## src/rtl/rx_huge_page_sched.sv

```systemverilog
// RX huge page scheduler: ping-pongs two driver pages and carves QW-aligned write regions out of them.
// Optional idle-timeout page close is built when RX_PAGE_TIMEOUT_EN is defined.
module rx_huge_page_sched #(
  parameter int PAGE_QW_W       = 18,
  parameter int LEN_W           = 11,
  parameter int MAX_OUTSTANDING = 8,
  parameter int TIMEOUT_CYCLES  = 4096
) (
  input  logic                 trn_clk,
  input  logic                 reset,
  input  logic [63:0]          huge_page_addr_1,
  input  logic [63:0]          huge_page_addr_2,
  input  logic                 huge_page_status_1,
  input  logic                 huge_page_status_2,
  output logic                 huge_page_free_1,
  output logic                 huge_page_free_2,
  input  logic                 alloc_req,
  input  logic [LEN_W-1:0]     alloc_len_qw,
  output logic                 alloc_gnt,
  output logic [63:0]          alloc_addr,
  input  logic                 alloc_done,
  output logic                 page_close_vld,
  output logic                 page_close_id,
  output logic [PAGE_QW_W:0]   page_close_qw
);

  localparam int OFF_W = PAGE_QW_W + 1;
  localparam int FIT_W = PAGE_QW_W + 2;
  localparam int OUT_W = $clog2(MAX_OUTSTANDING + 1);
  localparam logic [FIT_W-1:0] PAGE_QW = FIT_W'(1) << PAGE_QW_W;
  localparam logic [OUT_W-1:0] MAX_OUT = OUT_W'(MAX_OUTSTANDING);

  // Bit 2 selects the page, bits 1:0 the phase, so page-generic moves are a cast.
  typedef enum logic [2:0] {
    WAIT1 = 3'd0, FILL1 = 3'd1, DRAIN1 = 3'd2, CLOSE1 = 3'd3,
    WAIT2 = 3'd4, FILL2 = 3'd5, DRAIN2 = 3'd6, CLOSE2 = 3'd7
  } state_t;

  state_t             state;
  logic [OFF_W-1:0]   offset;
  logic [OUT_W-1:0]   outstanding;

  logic               page_sel;
  logic [63:0]        base;
  logic               status;
  logic               in_fill;
  logic [FIT_W-1:0]   fit_end;
  logic               fits;
  logic               page_full;
  logic               req_ok;
  logic               grant;
  logic               overflow;
  logic               done_dec;
  logic               tmo;
  logic [63:0]        off_bytes;

  assign page_sel  = state[2];
  assign base      = page_sel ? huge_page_addr_2 : huge_page_addr_1;
  assign status    = page_sel ? huge_page_status_2 : huge_page_status_1;
  assign in_fill   = (state == FILL1) || (state == FILL2);
  assign fit_end   = {1'b0, offset} + {{(FIT_W-LEN_W){1'b0}}, alloc_len_qw};
  assign fits      = (fit_end <= PAGE_QW);
  assign page_full = ({1'b0, offset} == PAGE_QW);
  // The cycle alloc_gnt is high still shows the just-served request, so it is neither granted nor overflowed.
  assign req_ok    = in_fill && alloc_req && !alloc_gnt && !page_full;
  assign grant     = req_ok && fits && (outstanding < MAX_OUT);
  assign overflow  = req_ok && !fits;
  assign done_dec  = alloc_done && (outstanding != '0);
  assign off_bytes = {{(61-OFF_W){1'b0}}, offset, 3'b000};

`ifdef RX_PAGE_TIMEOUT_EN
  localparam int IDLE_W = $clog2(TIMEOUT_CYCLES + 1);
  logic [IDLE_W-1:0] idle_cnt;

  assign tmo = in_fill && (offset != '0) && !grant && (idle_cnt == IDLE_W'(TIMEOUT_CYCLES - 1));

  always_ff @(posedge trn_clk) begin
    if (reset || !in_fill || grant || tmo)
      idle_cnt <= '0;
    else if (offset != '0)
      idle_cnt <= idle_cnt + 1'b1;
  end
`else
  logic unused_timeout_cfg;
  assign unused_timeout_cfg = (TIMEOUT_CYCLES == 0);
  assign tmo = 1'b0;
`endif

  always_ff @(posedge trn_clk) begin
    if (reset) begin
      state            <= WAIT1;
      offset           <= '0;
      outstanding      <= '0;
      alloc_gnt        <= 1'b0;
      alloc_addr       <= '0;
      huge_page_free_1 <= 1'b0;
      huge_page_free_2 <= 1'b0;
      page_close_vld   <= 1'b0;
      page_close_id    <= 1'b0;
      page_close_qw    <= '0;
    end else begin
      alloc_gnt        <= 1'b0;
      huge_page_free_1 <= 1'b0;
      huge_page_free_2 <= 1'b0;
      page_close_vld   <= 1'b0;

      case ({grant, done_dec})
        2'b10:   outstanding <= outstanding + 1'b1;
        2'b01:   outstanding <= outstanding - 1'b1;
        default: outstanding <= outstanding;
      endcase

      case (state)
        WAIT1, WAIT2: begin
          if (status) begin
            state  <= state_t'({page_sel, 2'd1});
            offset <= '0;
          end
        end
        FILL1, FILL2: begin
          if (page_full || overflow || tmo) begin
            state <= state_t'({page_sel, 2'd2});
          end else if (grant) begin
            alloc_gnt  <= 1'b1;
            alloc_addr <= base + off_bytes;
            offset     <= fit_end[OFF_W-1:0];
          end
        end
        DRAIN1, DRAIN2: begin
          if (outstanding == '0) begin
            state            <= state_t'({page_sel, 2'd3});
            huge_page_free_1 <= !page_sel;
            huge_page_free_2 <= page_sel;
            page_close_vld   <= 1'b1;
            page_close_id    <= page_sel;
            page_close_qw    <= offset;
          end
        end
        default: begin
          state <= state_t'({!page_sel, 2'd0});
        end
      endcase
    end
  end

endmodule

```

## config.mk

```make
export PLATFORM = sky130hd
export DESIGN_NAME = rx_huge_page_sched
export DESIGN_NICKNAME = d
export VERILOG_FILES = /design/src/rtl/rx_huge_page_sched.sv
export SDC_FILE = /design/constraint.sdc
export NUM_CORES = 1
export LEC_CHECK = 0
export CORE_ASPECT_RATIO = 0.8
export CORE_UTILIZATION = 55
export CTS_CLUSTER_DIAMETER = 40
export DETAILED_ROUTE_END_ITERATION = 6
export DONT_BUFFER_PORTS = 1
export PLACE_DENSITY = 0.69
export SYNTH_ARGS = -nofsm -noshare
export SYNTH_HDL_FRONTEND = slang
export SYNTH_SLANG_ARGS = --single-unit
```

## constraint.sdc

```tcl
create_clock -name trn_clk -period 12 [get_ports trn_clk]
set_clock_uncertainty 0.1 [all_clocks]
set_input_delay 3 -clock trn_clk [delete_from_list [all_inputs] [get_ports trn_clk]]
set_output_delay 3 -clock trn_clk [all_outputs]
set_load 0.005 [all_outputs]
```

==> flow_metrics.py <==
metrics = {
    "logic_synthesis": {
        "netlist_top_cells_area": "dfxtp_1 (29%), mux2i_1 (11%), ha_1 (5.9%)",
        "synth_nets": 1102,
        "syn_area_um2": 7900,
        "yosysSeqAreaShare_pct": 28.9,
        "yosysUniqueCellTypes": 74,
        "synth_top_area_share_pct": 28.9,
        "synth_most_common_cell": "dfxtp_1",
        "synth_common_cells": "dfxtp_1 (114), nor2_1 (98), mux2i_1 (86)",
        "synth_top_flop_cell": "dfxtp_1",
        "synth_top_area_cell": "dfxtp_1",
        "synth_cells": 917,
        "ys_warn_count": 0,
        "synth_area_per_cell_um2": 8.61,
        "async_flop_share_pct": 0,
        "synth-seq-cells": 114,
        "synth_edf_count": 0,
    },
    "pwr": {
        "switchingPower_uw": 514,
        "p_total_mw": 1.49,
        "ir_drop_uv": 101,
        "leakage_nw": 3.42,
        "p_int_uw": 976,
        "power_frac_comb_pct": 32.5,
        "switching_share_pct": 34.5,
        "pwr-share-seq_pct": 32.4,
        "powerDensity_nw_per_um2": 175,
        "p_clk_share_pct": 35.2,
    },
    "status": {
        "status": "completed",
    },
    "sta": {
        "setup_violations": 0,
        "slew_viol_final": 0,
        "tns_ps": 0,
        "finalCritPeriodShare_pct": 58.0,
        "slew_headroom_pct": 27.8,
        "rsz0062_at_grt": "false",
        "fmax_mhz": 144,
        "min_period_ps": 6960,
        "worst_pin_slew_ps": 1080,
        "finalHoldViolations": 0,
    },
    "clock_tree": {
        "cts_tree": "yes",
        "clockRootBuffer": "clkbuf_16",
        "clk_path_buf_depth": 2,
        "path_clk_slew_ps": 50,
        "insertion_delay_ps": 420,
        "numCtsBuffers": 17,
        "clkSinkCount": 114,
        "post_cts_resize_count": 0,
        "postCtsSetupBuffers": 0,
        "cts_hold_buffers": 0,
        "htree_levels": 4,
    },
    "global_route": {
        "grt_max_degree": 76,
        "track_usage_pct": 29.0,
        "grt_pass1_vias": 6432,
        "overflow": 0,
        "grt_pass1_wl_um": 33100,
        "grt_antenna_before_repair": 1,
    },
    "final_layout": {
        "nets": 1077,
        "layout.area.seq_um2": 2290,
        "layout-drive-gt1-share_pct": 9.17,
        "fillerInstances": 1209,
        "syn2layout_area_growth_pct": 7.91,
        "multi_input_area_um2": 5260,
    },
    "setup_path": {
        "crit_chain": "ha_1, inv_1, fa_1, nand2b_1, a211oi_2, o211a_1, nor3_1, o221ai_1, nor4_4, o21ai_4, buf_4, nand2b_1, inv_1, a22o_1",
        "worstPathArrival_ps": 7160,
        "crit_path_max_fanout": 75,
        "crit_required_ps": 12200,
        "startpoint_type": "primary input",
        "cpPeakStageDelay_ps": 780,
        "end_kind": "flop",
        "cp_slowest_cell": "buf_4",
        "crit_type": "primary input to flop",
    },
    "drt": {
        "drt_iter0_markers": 499,
        "wirelength_um": 21300,
        "routedWlPerCell_um": 19.6,
        "routed_via_density": 6.24,
        "drc": 0,
        "num_vias": 6780,
        "antenna_left": 0,
        "dr.pass1.iters": 5,
    },
    "die": {
        "die_area_um2": 14800,
        "die_h_um": 109,
        "fp-row-count": 38,
        "initial_core_util_pct": 57.3,
        "dieWidth_um": 136,
        "io_pins": 233,
        "design.core.area_um2": 13800,
    },
    "placed_design": {
        "port_buffers": 0,
        "dp_hpwl_um": 16100,
        "place.gp.congestion": 0.917,
    },
    "min_path": {
        "hp-class": "flop to flop",
    },
    "job": {
        "drv_cap": 0,
    },
}
## cells in the final DEF, fill, tap and decap left out, types with 6 or more instances in the layout
| master | Yosys | layout |
|---|---|---|
| dfxtp_1 | 114 | 113 |
| nor2_1 | 98 | 98 |
| mux2i_1 | 86 | 86 |
| a21oi_1 | 62 | 62 |
| nand2_1 | 46 | 46 |
| xnor2_1 | 38 | 38 |
| ha_1 | 37 | 37 |
| o21ai_0 | 35 | 35 |
| nand3_1 | 32 | 32 |
| inv_1 | 26 | 26 |
| mux2_2 | 26 | 26 |
| nor3_1 | 25 | 25 |
| a22o_1 | 23 | 23 |
| xor2_1 | 22 | 22 |
| a21o_1 | 17 | 17 |
| clkbuf_16 | 0 | 17 |
| nor4_1 | 15 | 15 |
| nand2b_1 | 13 | 13 |
| nor2b_1 | 13 | 13 |
| o21a_1 | 10 | 10 |
| and2_1 | 9 | 9 |
| or3_1 | 9 | 9 |
| and3_1 | 7 | 7 |
| nand3b_1 | 7 | 7 |
| a211o_1 | 7 | 7 |
| o31a_1 | 6 | 6 |
## registers in the layout (all words and copies together), names as in the netlist
register / cells
alloc_gnt: 1
page_close_id: 1
outstanding: 4
state: 3
huge_page_free_2: 1
huge_page_free_1: 1
alloc_addr: 64
offset: 19
page_close_qw: 19
page_close_vld: 1
## stage by stage
step,cell area (µm²),setup WS (ps),std cells,utilization [%],hold slack [ps]
2_1_floorplan,7900,5080,917,-,348
3_3_place_gp,7900,4780,1053,57.3,356
3_5_place_dp,7900,4680,1053,57.3,359
4_1_cts,8520,5110,1085,61.8,365
5_1_grt,8520,4690,1085,61.8,378
6_report,8520,5040,1086,61.8,368
## power by group through the flow
stage	logic (mW)	clock network (mW)	registers, mW
floorplan	0.405	0	0.465
global placement	0.465	0	0.489
detailed placement	0.479	0	0.490
CTS	0.481	0.530	0.483
global route	0.538	0.549	0.489
finish	0.484	0.524	0.482
## cell families (layout without fill, tap and decap cells)
group                    count (synthesis)  count (layout)  synth area share [%]
AND/OR/NAND/NOR                        300             300                  19.4
AO/OA/AOI/OAI                          216             216                  19.2
flip-flops                             114             114                  28.9
multiplexers                           112             112                  14.6
buffers and inverters                   75              63                  4.66
XOR/XNOR                                60              60                  6.66
adder cells (fa/ha/maj)                 40              40                  6.62
other                                    0               1                     0
## worst max-delay path, delay by kind of cell
kind	cells	cell delay [ps]
adders and majority gates	2	530
buffers and inverters	3	1040
AOI/OAI and AO/OA	5	1500
and+or+nand+nor	4	970
## final timing paths
path | startpoint | to | slack, ps | depth (start not counted)
setup / recovery | alloc_len_qw[0] | offset[11] | 5040 | 14
hold / removal | alloc_addr[7] | alloc_addr[7] | 370 | 2
setup reg to reg | offset[0] | offset[11] | 7100 | 14
hold reg to reg | alloc_addr[7] | alloc_addr[7] | 370 | 2
## final cells by class
cell class / count / area share (%)
diodes: 1 / 0.0294
clock buffers: 23 / 5.73
clock inverters: 9 / 1.48
inverters: 26 / 1.15
multi-input cells: 728 / 61.7
flip-flops and latches: 114 / 26.8
well taps: 180 / 2.64
repair buffers: 5 / 0.441
## metal layers
metal	share of wire [%]	up-vias	global-route usage [%]
met5	0	-	0
met3	8.6	21	7.67
li1	-	3294	-
met2	44	293	43.7
met1	46	3172	39.7
met4	1.0	0	9.92
Note: power is estimated with default switching activity, not from simulation.
